**src/rtl/ogfx_sync_rx_ctrl_if.sv**
```systemverilog
`default_nettype none
// ============================================================================
//  Module      : ogfx_sync_rx_ctrl_if
//  Description : Bundle of the toggle-handshake receive signals. The master
//                side is the source/consumer pair; the slave side is the
//                receive controller.
//  Revision    : 1.0 - initial release
// ============================================================================
interface ogfx_sync_rx_ctrl_if #(
  parameter int DW = 16
);
  logic          req_tgl_sync;
  logic [DW-1:0] xfer_data;
  logic          ack_tgl;
  logic [DW-1:0] rx_data;
  logic          rx_valid;
  logic          rx_ready;
  logic          busy;
  logic          err;

  modport master (
    output req_tgl_sync, xfer_data, rx_ready,
    input  ack_tgl, rx_data, rx_valid, busy, err
  );

  modport slave (
    input  req_tgl_sync, xfer_data, rx_ready,
    output ack_tgl, rx_data, rx_valid, busy, err
  );
endinterface
`default_nettype wire

```
**src/rtl/ogfx_sync_rx_ctrl.sv**
```systemverilog
`default_nettype none
// ============================================================================
//  Module      : ogfx_sync_rx_ctrl
//  Description : Receive side of the toggle-handshake clock-domain crossing.
//                Detects an edge on the synchronized request toggle, waits
//                SETTLE cycles, captures the quasi-static data bus, offers it
//                with valid/ready and returns an acknowledge toggle once the
//                word is accepted.
//  Revision    : 1.0 - initial release
// ============================================================================
module ogfx_sync_rx_ctrl #(
  parameter int DW     = 16,
  parameter int SETTLE = 1
) (
  input  wire logic          clk,
  input  wire logic          rst,
  ogfx_sync_rx_ctrl_if.slave bus
);

  typedef enum logic [1:0] {
    ST_IDLE   = 2'd0,
    ST_SETTLE = 2'd1,
    ST_OUT    = 2'd2
  } state_t;

  // Counter preload; SETTLE=0 never enters ST_SETTLE so the value is unused.
  localparam logic [2:0] c_settle_load = (SETTLE > 0) ? 3'(SETTLE - 1) : 3'd0;

  state_t        r_state;
  logic [2:0]    r_cnt;
  logic          r_req_d;
  logic          r_ack;
  logic [DW-1:0] r_data;
  logic          r_valid;
  logic          r_err;
  logic          w_edge;

  // A change of the request toggle marks a new word from the source domain.
  assign w_edge = bus.req_tgl_sync ^ r_req_d;

  // Transfer sequencing: settle, capture, hold until accepted, acknowledge.
  always_ff @(posedge clk or posedge rst) begin
    if (rst) begin
      r_state <= ST_IDLE;
      r_cnt   <= 3'd0;
      r_req_d <= 1'b0;
      r_ack   <= 1'b0;
      r_data  <= '0;
      r_valid <= 1'b0;
      r_err   <= 1'b0;
    end else begin
      r_req_d <= bus.req_tgl_sync;
      case (r_state)
        ST_IDLE: begin
          if (w_edge) begin
            if (SETTLE == 0) begin
              r_data  <= bus.xfer_data;
              r_valid <= 1'b1;
              r_state <= ST_OUT;
            end else begin
              r_cnt   <= c_settle_load;
              r_state <= ST_SETTLE;
            end
          end
        end
        ST_SETTLE: begin
          // A new edge before this word is acknowledged breaks the protocol;
          // it is flagged and dropped, the transfer in flight is unaffected.
          if (w_edge) begin
            r_err <= 1'b1;
          end
          if (r_cnt == 3'd0) begin
            r_data  <= bus.xfer_data;
            r_valid <= 1'b1;
            r_state <= ST_OUT;
          end else begin
            r_cnt <= r_cnt - 3'd1;
          end
        end
        ST_OUT: begin
          if (w_edge) begin
            r_err <= 1'b1;
          end
          if (bus.rx_ready) begin
            r_valid <= 1'b0;
            r_ack   <= ~r_ack;
            r_state <= ST_IDLE;
          end
        end
        default: begin
          r_state <= ST_IDLE;
        end
      endcase
    end
  end

  assign bus.ack_tgl  = r_ack;
  assign bus.rx_data  = r_data;
  assign bus.rx_valid = r_valid;
  assign bus.busy     = (r_state != ST_IDLE);
  assign bus.err      = r_err;

endmodule
`default_nettype wire

```
**src/flat_wrapper.sv**
```systemverilog
// flat-port wrapper written by rule: the top's interface ports become plain ports
module ogfx_sync_rx_ctrl_flat 
#(
  parameter int DW     = 16,
  parameter int SETTLE = 1
)
  (clk, rst, bus_req_tgl_sync, bus_xfer_data, bus_rx_ready, bus_ack_tgl, bus_rx_data, bus_rx_valid, bus_busy, bus_err);
  ogfx_sync_rx_ctrl_if #(.DW(DW)) bus_i ();
  input  wire logic clk;
  input  wire logic rst;
  input wire logic [$bits(bus_i.req_tgl_sync)-1:0] bus_req_tgl_sync;
  input wire logic [$bits(bus_i.xfer_data)-1:0] bus_xfer_data;
  input wire logic [$bits(bus_i.rx_ready)-1:0] bus_rx_ready;
  output wire logic [$bits(bus_i.ack_tgl)-1:0] bus_ack_tgl;
  output wire logic [$bits(bus_i.rx_data)-1:0] bus_rx_data;
  output wire logic [$bits(bus_i.rx_valid)-1:0] bus_rx_valid;
  output wire logic [$bits(bus_i.busy)-1:0] bus_busy;
  output wire logic [$bits(bus_i.err)-1:0] bus_err;
  assign bus_i.req_tgl_sync = bus_req_tgl_sync;
  assign bus_i.xfer_data = bus_xfer_data;
  assign bus_i.rx_ready = bus_rx_ready;
  assign bus_ack_tgl = bus_i.ack_tgl;
  assign bus_rx_data = bus_i.rx_data;
  assign bus_rx_valid = bus_i.rx_valid;
  assign bus_busy = bus_i.busy;
  assign bus_err = bus_i.err;
  ogfx_sync_rx_ctrl #(.DW(DW), .SETTLE(SETTLE)) u_core (.clk(clk), .rst(rst), .bus(bus_i));
endmodule
```
**config.mk**
```make
export PLATFORM = sky130hd
export DESIGN_NAME = ogfx_sync_rx_ctrl_flat
export DESIGN_NICKNAME = d
export VERILOG_FILES = /design/src/rtl/ogfx_sync_rx_ctrl_if.sv /design/src/rtl/ogfx_sync_rx_ctrl.sv /design/src/flat_wrapper.sv
export SDC_FILE = /design/constraint.sdc
export NUM_CORES = 1
export LEC_CHECK = 0
export BUFFER_PORTS_ARGS = -buffer_cell sky130_fd_sc_hd__buf_2
export CAP_MARGIN = 30
export CORE_MARGIN = 5
export CORE_UTILIZATION = 52
export CTS_CLUSTER_DIAMETER = 120
export DETAILED_ROUTE_END_ITERATION = 12
export GPL_TIMING_DRIVEN = 0
export PLACE_DENSITY = 0.88
export SLEW_MARGIN = 15
export SYNTH_ARGS = -nofsm -noshare
export SYNTH_HDL_FRONTEND = slang
export SYNTH_SLANG_ARGS = --single-unit
```
**constraint.sdc**
```tcl
create_clock -name clk -period 4.4 [get_ports clk]
set_clock_uncertainty 0.15 [all_clocks]
set_input_delay 0.88 -clock clk [delete_from_list [all_inputs] [get_ports clk]]
set_output_delay 0.88 -clock clk [all_outputs]
set_load 0.02 [all_outputs]
```
* After elaboration in Yosys (flattened, before gate mapping)
Cells that the tools add are included.
** Word-level totals
- Output and inout bits :: 20
- Bits of input ports :: 20
- Register bits after elaboration :: 25
** Operators by class
- Bitwise logic cells :: 2
- Reductions and logical operators :: 12
- Multiplexer cells :: 10
- Equality and inequality tests :: 6
- Add/subtract/negate cells :: 1
** Operator list (number)
- AND reduction 3 bit :: 3
- 2-to-1 mux 2 bit :: 3
- 2-to-1 mux 3 bit :: 2
- one-hot mux 2 bit (3 select lines) :: 1
- one-hot mux 3 bit (2 select lines) :: 1
- AND reduction 2 bit :: 3
- nonzero test 2 bit :: 3
- inequality test 2 x 1 -> 1 bit, second input constant :: 2
- inequality test 2 bit, second input constant :: 2
- zero test 3 bit :: 1
- subtractor 3 x 1 -> 3 bit, second input constant :: 1
- equality test 2 x 1 -> 1 bit, second input constant :: 1
- equality test 2 bit, second input constant :: 1
- zero test 2 bit :: 1
- 2-to-1 mux 1 bit :: 2
- one-hot mux 1 bit (2 select lines) :: 1
- OR reduction 2 bit :: 1
- NOT 1 bit :: 1
- XOR 1 bit :: 1

* Depth between registers and ports, before layout
Gate-level depths: netlist of run 1.
- Word-level depth :: 3
- Gate-level depth with buffers :: 7

* Worst setup path after synthesis of run 1
No wires, ideal clock.
- Path kind :: input port to flip-flop
- Start point :: input port bus_req_tgl_sync
- End point :: register u_core.r_state[0]
- Slack :: 2.456 ns
- Stages on the path :: 4
- Arrival :: 1.666 ns
- Data required time :: 4.122 ns
- Buffers on the path :: 0
- Cell sequence :: xor2_2 > nor2_2 > a211oi_2 > mux2_1
** On the way
- Longest elaborated chain between the ends :: 3
** Ends and longest elaborated chain
- start, declared :: line flat_wrapper.sv:11 : input wire logic [$bits(bus_i.req_tgl_sync)-1:0] bus_req_tgl_sync;
- XOR 1 bit :: line ogfx_sync_rx_ctrl.sv:39 : assign w_edge = bus.req_tgl_sync ^ r_req_d;
- inequality test 2 x 1 -> 1 bit (no line)
- AND reduction 3 bit (no line)
- end signal, assigned :: line ogfx_sync_rx_ctrl.sv:44 : r_state <= ST_IDLE;
- end signal, assigned :: line ogfx_sync_rx_ctrl.sv:59 : r_state <= ST_OUT;
- end signal, assigned :: line ogfx_sync_rx_ctrl.sv:62 : r_state <= ST_SETTLE;
- end, declared :: line ogfx_sync_rx_ctrl.sv:29 : state_t r_state;
No other way between the ends.
A chain may end at the register's enable or synchronous reset.

* Worst setup path in the final report of run 1
- Start point :: register u_core.r_state[0]
- End point :: output port bus_busy
** On the way
- Longest elaborated chain between the ends :: 1
** Ends and longest elaborated chain
- nonzero test 2 bit :: line ogfx_sync_rx_ctrl.sv:100 : assign bus.busy = (r_state != ST_IDLE);
- end, declared :: line flat_wrapper.sv:17 : output wire logic [$bits(bus_i.busy)-1:0] bus_busy;
No other way between the ends.

==> impl_metrics.csv, run 1 <==
group,metric,value,unit
clock_network,post_cts_buffers,0,
floorplanning,rows,17,
run_status,status,"complete, no violations",
floorplanning,start_util,53.4,%
timing,fin_crit,2380,ps
clock_network,cts.sinks,25,
worst_setup_path,worstPathMaxFanout,4,
placed_design,numPortBuffers,39,
synth,synthCells,87,
synth,synth_top_area_share,54.5,%
worst_setup_path,crit_path_frequent_cell,"inv_1",
worst_setup_path,end_kind,"output pin",
global_route,grt_pass1_wl,3840,um
synth,synth_nets,113,
routing,vias,789,
floorplanning,die_w,57.0,um
timing,tns,0,ps
layout,multi_input_area,484,um^2
synth,ys_seq_area_share,54.5,%
pwr,clock_power_share,9.4,%
layout,layout-area-overhead-vs-synth,25.1,%
timing,rsz0062_at_grt,"no",
routing,wl_per_cell,14.2,um
worst_setup_path,crit_chain,"inv_1, ha_1, inv_1, buf_2",
synth,ys.flop_type,"dfrtp_1",
global_route,grt_overflow,0,
clock_network,cts_made_buffers,3,
clock_network,clkLatencyLatePin,320,ps
global_route,grt-busiest-layer,"met2",
worst_setup_path,worstSetupStartpointType,"flop",
clock_network,cts_root_buffer,"clkbuf_4",
global_route,grtUsageMet2,26.4,%
layout,diodes,0,
routing,drc,0,
synth,async_reset_ff_share,100,%
synth,synthDistinctLibCells,28,
global_route,grt_pass1_vias,875,
pwr,p_total,1080,uW
layout,nets,158,
layout,seq_area,626,um^2
worst_setup_path,critPathArrivalTime,1350,ps
timing,final_max_slew_viol_count,0,
clock_network,htreeDepth,1,
clock_network,cts.path.max_buffers,2,
timing,max_freq,420,MHz
placed_design,pre_cts_slack,2160,ps
pwr,power.switching,451,uW
worst_setup_path,r2r_cells,6,
synth,syn_area,1150,um^2
synth,synth_edf_count,0,
floorplanning,io_pins,40,
floorplanning,core_area,2150,um^2
worst_setup_path,slowest_delay,420,ps
pwr,internal_power,631,uW
timing,fin_crit_sh,54.2,%
run,drv_cap,0,
synth,ys_warn_count,0,
clock_network,cts_tree,"done",
timing,finalSetupViolations,0,
clock_network,cts_resized,0,
clock_network,holdBufCountCts,0,
worst_setup_path,critical_path_class,"flop to output pin",
routing,via_per_inst,4.96,
pwr,ir_drop,0.000487,V
worst_hold_path,worstHoldPathType,"primary input to async pin",
global_route,grt_use_met3,4.30,%
worst_setup_path,r2r-end,"u_core.bus.rx_data[8]",
synth,synth_area_leaders,"dfrtp_1 55%, mux2_2 16%, ha_1 6.5%, inv_1 2.0%, nand2_1 1.6%",
routing,ant_nets,0,
timing,slew_headroom,81.8,%
pwr,seq_power_share,36.2,%
routing,wl,2250,um
pwr,combPwrFrac,54.3,%
worst_setup_path,cp_slowest_cell,"dfrtp_1",
placed_design,dp_hpwl,1790,um
global_route,use_met1,17.2,%
routing,first_pass_iters,4,
pwr,p_sw_share,41.7,%
worst_setup_path,worst-r2r-setup-slack,2390,ps
layout,nFillCells,169,
floorplanning,die_y,57.0,um
global_route,antenna_found_initial,0,
timing,layout_setup_ws,2020,ps
synth,avgSynthCellArea,13.2,um^2
layout,fin_cells,159,
placed_design,gp_congestion,0.807,
layout,drive_gt1_share,51.9,%
worst_setup_path,worst_ep_required_time,3370,ps
clock_network,path_clk_slew,130,ps
pwr,leakage,0.000672,uW
synth,synth_top_area_cell,"dfrtp_1",
timing,hold_viol,0,
floorplanning,die_area,3250,um^2
synth,synth.most_common_cell,"dfrtp_1",
global_route,grt_max_degree,26,
routing,drtIter0Drc,8,
worst_setup_path,reg2reg_from,"u_core.r_state[1]",
global_route,grt_usage,15.6,%
synth,ys_top_cells_by_count,"25 x dfrtp_1, 16 x mux2_2, 6 x ha_1, 6 x inv_1, 5 x nand2_1",
pwr,power-per-cell-area,754,nW/um^2
placed_design,dp_cells,154,
synth,ys_seq_elements,25,
timing,worst_pin_slew,269,ps
[placed cells by master (no fill, tap or decap), types with 2 or more instances in the layout]
master    count
nor2_1        2
ha_1          6
nor3_1        2
buf_2        39
dfrtp_1      25
mux2_2       16
o211ai_1      2
inv_1         6
xnor2_1       2
clkbuf_4      3
nand2_1       5
o21ai_0       3
[critical path, delay by kind of cell (launching register included)]
family / cells / cell delay [ps]
buffers and inverters: 3 / 380
DFF: 1 / 420
adders and majority gates: 1 / 240
[flip-flops by register name, summed over array words and instances, names as in the netlist]
name / count
u_core.bus.rx_data: 16
u_core.r_cnt: 3
u_core.r_req_d: 1
u_core.r_state: 2
u_core.bus.err: 1
u_core.bus.rx_valid: 1
u_core.bus.ack_tgl: 1
[stage by stage]
stage          utilization (%)  area (um^2)  hold slack [ps]
4_1_cts                   65.5         1410              332
6_report                  66.8         1440              304
3_5_place_dp              64.1         1380              302
5_1_grt                   66.8         1440              291
2_1_floorplan                -         1150              338
3_3_place_gp              64.1         1380              297
[kinds of logic after synthesis]
group                    count (synthesis)  synth area share, %
multiplexers                            17                 16.7
AND/OR/NAND/NOR                         14                 6.54
XOR/XNOR                                 3                 2.95
adder cells (fa/ha/maj)                  6                 6.54
flip-flops                              25                 54.5
AO/OA/AOI/OAI                           14                 9.49
buffers and inverters                    8                 3.27
[worst max-delay path by stage]
stage | from | endpoint | slack [ps] | cells after the start
after detailed placement | bus_req_tgl_sync | u_core.r_state[0] | 2160 | 5
after global routing | u_core.r_state[0] | bus_busy | 1930 | 4
after floorplan | bus_req_tgl_sync | u_core.r_state[0] | 2460 | 4
after global placement | bus_req_tgl_sync | u_core.r_state[0] | 2220 | 5
after CTS | u_core.r_state[0] | bus_busy | 2010 | 4
final | u_core.r_state[0] | bus_busy | 2020 | 4
[power by group through the flow]
stage / clock (uW) / sequential, uW / combinational, uW
floorplan: 0 / 497 / 321
global placement: 0 / 388 / 567
detailed placement: 0 / 396 / 592
CTS: 107 / 393 / 592
global route: 117 / 408 / 640
finish: 102 / 392 / 588
[layer usage]
| layer | routed length, um | share of wire, % |
|---|---|---|
| met2 | 1150 | 51 |
| met1 | 885 | 39 |
| met3 | 141 | 6.3 |
| met4 | 75 | 3.3 |
| met5 | 0 | 0 |
[layout make-up]
type	count	share of cell area [%]
buffer	1	0.785
multi-input combinational	54	33.7
inverter	7	1.83
clock buffer	3	1.57
tap	28	2.44
timing repair buffer	40	15.5
clock inverter	1	0.523
sequential	25	43.6
No activity file was read; power rests on OpenSTA's default activity.
==> run 2, diff against run 1 <==
--- a/config.mk
+++ b/config.mk
@@ -8,11 +8,11 @@
 export BUFFER_PORTS_ARGS = -buffer_cell sky130_fd_sc_hd__buf_2
 export CAP_MARGIN = 30
 export CORE_MARGIN = 5
-export CORE_UTILIZATION = 52
+export CORE_UTILIZATION = 43
 export CTS_CLUSTER_DIAMETER = 120
 export DETAILED_ROUTE_END_ITERATION = 12
 export GPL_TIMING_DRIVEN = 0
-export PLACE_DENSITY = 0.88
+export PLACE_DENSITY = 0.78
 export SLEW_MARGIN = 15
 export SYNTH_ARGS = -nofsm -noshare
 export SYNTH_HDL_FRONTEND = slang
==> constraint.sdc (replaced) <==
create_clock -name clk -period 2 [get_ports clk]
set_clock_uncertainty 0.15 [all_clocks]
set_input_delay 0.4 -clock clk [delete_from_list [all_inputs] [get_ports clk]]
set_output_delay 0.4 -clock clk [all_outputs]
set_load 0.02 [all_outputs]
==> run 2 against run 1 <==
  * Sequential cell count did not move
  * Die area rose by 17%
  * Cell area rose by 2.5%
  * Non-clock buffer count rose by 4
  * Worst hold slack got worse by 200 ps
  * First-iteration DRC count fell by 50%
  * Core utilization fell by 8.5 points
  * Critical endpoint unchanged
==> impl_metrics.csv, run 2 (same netlist as run 1, synthesis figures left out) <==
group,metric,value,unit
timing,finalSetupViolations,0,
pwr,ir_drop,0.00103,V
clock_network,cts_tree,"done",
layout,final_cell_mix,"39 x buf_2, 25 x dfrtp_1, 16 x mux2_2, 6 x inv_1, 5 x nand2_1",
routing,drc,0,
timing,layout_setup_ws,121,ps
routing,wl,2260,um
routing,first_pass_iters,4,
layout,finalCoreUtilization,58.3,%
placed_design,dp_cells,156,
worst_setup_path,crit_path_frequent_cell,"inv_1",
worst_hold_path,worstHoldPathType,"primary input to flop",
layout,nFillCells,217,
clock_network,path_clk_slew,130,ps
worst_setup_path,crit_family,"flip-flops",
placed_design,numPortBuffers,39,
placed_design,gp_congestion,0.805,
floorplanning,core_area,2520,um^2
timing,fin_crit_sh,94.0,%
clock_network,cts_made_buffers,3,
worst_setup_path,critical_path_class,"flop to output pin",
worst_setup_path,worstPathMaxFanout,4,
worst_setup_path,crit_buf_inv,3,
floorplanning,io_pins,40,
placed_design,pre_cts_slack,2.52,ps
floorplanning,die_y,61.7,um
global_route,grt_pass1_wl,3720,um
worst_setup_path,cp_slowest_cell,"dfrtp_1",
layout,largest_reg_flops,16,
layout,diodes,0,
timing,fin_crit,1880,ps
worst_setup_path,critPathArrivalTime,1330,ps
timing,tns,0,ps
pwr,power-per-cell-area,1640,nW/um^2
layout,fin_cells,165,
worst_setup_path,end_kind,"output pin",
floorplanning,start_util,45.5,%
placed_design,dp_hpwl,1790,um
timing,worst_pin_slew,272,ps
clock_network,cts.sinks,25,
run_status,status,"complete, no violations",
layout,nets,162,
routing,wl_per_cell,13.7,um
worst_setup_path,worst_ep_required_time,1450,ps
routing,vias,828,
pwr,leakage,0.000691,uW
layout,drive_gt1_share,53.3,%
worst_setup_path,crit_chain,"inv_1, ha_2, inv_1, buf_2",
clock_network,htreeDepth,1,
global_route,grt_overflow,0,
clock_network,cts_root_buffer,"clkbuf_4",
global_route,antenna_found_initial,0,
floorplanning,rows,18,
timing,slew_headroom,81.6,%
routing,via_per_inst,5.02,
global_route,grt_max_degree,26,
routing,ant_nets,0,
timing,max_freq,532,MHz
floorplanning,die_w,61.7,um
layout,layout.cells.most_common,"buf_2",
worst_setup_path,slowest_delay,420,ps
global_route,grt_usage,13.2,%
clock_network,clkLatencyLatePin,310,ps
worst_setup_path,worstSetupStartpointType,"flop",
layout,layout-area-overhead-vs-synth,28.2,%
clock_network,cts.path.max_buffers,2,
timing,rsz0062_at_grt,"no",
timing,final_max_slew_viol_count,0,
routing,drtIter0Drc,4,
global_route,grt_pass1_vias,842,
pwr,p_total,2420,uW
floorplanning,die_area,3800,um^2
timing,hold_viol,0,
run,drv_cap,0,
[run 2: cell types whose count changed in the layout (fill, tap and decap cells not counted), sizes merged]
cell,previous run,this run
dlygate4sd3,0,1
clkinvlp,1,0
clkbuf,3,4
buf,41,44
[run 2: cell type report]
type	instances	area [um^2]	share of cell area (%)
Buffer	1	11.3	0.765
Sequential cell	25	626	42.5
Clock buffer	4	26.3	1.79
Inverter	7	26.3	1.79
Timing Repair Buffer	44	255	17.3
Multi-Input combinational cell	54	489	33.2
Tap cell	30	37.5	2.55
[run 2: power breakdown]
group	switching (uW)	internal, uW	total (uW)	leakage, uW
Combinational	731	613	1340	0.000382
Sequential	119	739	858	0.000294
Clock	139	77.7	216	0.0000150
Total	989	1430	2420	0.000691
[run 2: worst register-to-register path: stages (launching register included)]
cell and delay (ps):
dfrtp_1 400, inv_1 110, ha_1 220, nand2b_2 140
nor2_4 180, buf_4 180, mux2_2 340
[run 2: final timing paths]
path	start	endpoint	slack [ps]	depth (start not counted)
setup reg to reg	u_core.r_cnt[0]	u_core.bus.rx_data[5]	170	6
hold reg to reg	u_core.bus.ack_tgl	u_core.bus.ack_tgl	330	1
max in group asynchronous	rst	u_core.r_cnt[1]	930	4
setup / recovery	u_core.r_state[0]	bus_busy	120	4
min in group asynchronous	rst	u_core.bus.rx_data[11]	400	3
hold / removal	bus_req_tgl_sync	u_core.r_req_d	110	1
[run 2: per-stage QoR]
step                instance area [um^2]  hold slack (ps)
floorplan                           1150              277
global placement                    1380              300
detailed placement                  1380              309
CTS                                 1410              107
global route                        1470             87.6
finish                              1470              108
[run 2: routing by layer]
metal / vias up / share of wire (%) / GRT usage, %
met5: - / 0 / 0
met4: 0 / 0.84 / 3.64
met3: 2 / 5.4 / 3.56
met2: 21 / 55 / 22.7
met1: 406 / 39 / 16.3
li1: 399 / - / -
[run 2: repair_timing]
action,in CTS,in global routing
hold endpoints to repair,0,4
pin swaps,0,1
resized for setup,1,1
gates cloned,0,0
buffers inserted,0,3
endpoints found under the setup margin,8,9
hold buffers,0,1
==> run 3, diff against run 2 <==
--- a/config.mk
+++ b/config.mk
@@ -12,6 +12,7 @@
 export CTS_CLUSTER_DIAMETER = 120
 export DETAILED_ROUTE_END_ITERATION = 12
 export GPL_TIMING_DRIVEN = 0
+export MAX_ROUTING_LAYER = met4
 export PLACE_DENSITY = 0.78
 export SLEW_MARGIN = 15
 export SYNTH_ARGS = -nofsm -noshare
==> run 3 against run 2 <==
  * Worst setup slack lost 5.8 ps
  * Cell area is the same
  * Non-clock buffer count is the same
  * Power is essentially flat
  * Cell count is the same
  * Combinational power is essentially flat
  * Critical path depth is the same
  * Count of clock-buffer cells in the layout is the same
==> impl_metrics.csv, run 3 (same netlist as run 1, synthesis figures left out) <==
group,metric,value,unit
worst_setup_path,worstSetupStartpointType,"flop",
worst_setup_path,r2r_cells,6,
timing,final_max_slew_viol_count,0,
layout,fin_cells,165,
timing,fin_crit,1890,ps
worst_setup_path,r2r-end,"u_core.bus.rx_data[5]",
run_status,status,"complete, no violations",
layout,layout.cells.most_common,"buf_2",
worst_setup_path,crit_path_frequent_cell,"inv_1",
worst_setup_path,critPathArrivalTime,1340,ps
floorplanning,start_util,45.5,%
global_route,grt_overflow,0,
placed_design,gp_congestion,0.817,
clock_network,cts_tree,"done",
timing,worst_pin_slew,272,ps
placed_design,dp_hpwl,1790,um
timing,slew_headroom,81.6,%
global_route,grt_pass1_wl,3720,um
routing,vias,829,
worst_hold_path,holdCritStartpoint,"bus_req_tgl_sync",
clock_network,path_clk_slew,130,ps
worst_hold_path,worstHoldPathType,"primary input to flop",
routing,wl_per_cell,13.7,um
worst_setup_path,cp-startpoint,"u_core.r_state[0]",
routing,wl,2260,um
routing,drc,0,
floorplanning,die_w,61.7,um
run,drv_cap,0,
clock_network,htreeDepth,1,
layout,layout-area-overhead-vs-synth,28.2,%
worst_setup_path,slowest_delay,420,ps
timing,rsz0062_at_grt,"no",
clock_network,cts_made_buffers,3,
floorplanning,die_area,3800,um^2
routing,first_pass_iters,4,
worst_hold_path,min_to,"u_core.r_req_d",
timing,layout_setup_ws,115,ps
worst_setup_path,reg2reg_from,"u_core.r_cnt[0]",
worst_setup_path,worst-r2r-setup-slack,170,ps
pwr,leakage,0.000691,uW
worst_setup_path,end_kind,"output pin",
routing,via_per_inst,5.02,
global_route,grt_max_degree,26,
layout,nets,162,
clock_network,cts.path.max_buffers,2,
worst_setup_path,crit_chain,"inv_1, ha_2, inv_1, buf_2",
layout,finalCoreUtilization,58.3,%
pwr,power-per-cell-area,1640,nW/um^2
floorplanning,core_area,2520,um^2
clock_network,cts.sinks,25,
floorplanning,io_pins,40,
clock_network,clkLatencyLatePin,310,ps
layout,diodes,0,
worst_setup_path,critical_path_class,"flop to output pin",
floorplanning,die_y,61.7,um
timing,tns,0,ps
worst_setup_path,worstPathMaxFanout,4,
worst_setup_path,worst_ep_required_time,1450,ps
layout,final_cell_mix,"39 x buf_2, 25 x dfrtp_1, 16 x mux2_2, 6 x inv_1, 5 x nand2_1",
timing,fin_crit_sh,94.3,%
timing,hold_viol,0,
global_route,grt_pass1_vias,840,
global_route,grt_usage,13.6,%
global_route,antenna_found_initial,0,
floorplanning,rows,18,
layout,largest_reg_flops,16,
worst_hold_path,hold_depth,1,
pwr,ir_drop,0.00103,V
timing,finalSetupViolations,0,
worst_setup_path,cp_slowest_cell,"dfrtp_1",
routing,ant_nets,0,
placed_design,dp_cells,156,
routing,drtIter0Drc,5,
layout,drive_gt1_share,53.3,%
placed_design,pre_cts_slack,2.52,ps
clock_network,cts_root_buffer,"clkbuf_4",
timing,max_freq,530,MHz
placed_design,numPortBuffers,39,
run 3: per-stage QoR:
step | total power [uW] | cell area, um^2 | hold WS, ps
final | 2420 | 1470 | 105
after detailed placement | 2180 | 1380 | 309
after floorplan | 1800 | 1150 | 277
after global routing | 2620 | 1470 | 87.7
after CTS | 2390 | 1410 | 107
after global placement | 2110 | 1380 | 300
run 3: how the worst max path moves through the flow:
stage	end	cells past startpoint
final	bus_busy	4
after global routing	bus_busy	4
after CTS	bus_busy	4
after detailed placement	u_core.bus.rx_data[11]	6
after global placement	u_core.bus.rx_data[10]	6
after floorplan	u_core.bus.rx_data[10]	6
run 3: what timing repair did:
item	CTS	global route
setup endpoints to repair	8	9
hold endpoints to repair	0	4
hold buffers	0	1
resized for setup	1	1
setup buffers	0	3
pin swaps	0	1
gates cloned	0	0
run 3: layer usage:
layer | vias to the layer above | GRT usage, % | wire length [um]
met5 | - | - | 0
met4 | 0 | 3.64 | 19
met1 | 406 | 16.4 | 898
li1 | 397 | - | -
met2 | 24 | 23.2 | 1240
met3 | 2 | 2.73 | 100
run 3: critical path: cells and delay by family, from the launching register on:
kind / cells / cell delay, ps
flops: 1 / 420
buf+inv: 3 / 380
fa+ha+maj: 1 / 230
run 3: area by class of cell:
class                           instances  area, um^2
Inverter                                7        26.3
Sequential cell                        25         626
Buffer                                  1        11.3
Clock buffer                            4        26.3
Fill cell                             217        1050
Multi-Input combinational cell         54         489
Tap cell                               30        37.5
Timing Repair Buffer                   44         255
run 3: where the power goes:
part / leakage (uW) / switching [uW] / internal, uW
Combinational: 0.000382 / 731 / 613
Sequential: 0.000294 / 120 / 739
Clock: 0.0000150 / 140 / 77.8
Total: 0.000691 / 990 / 1430
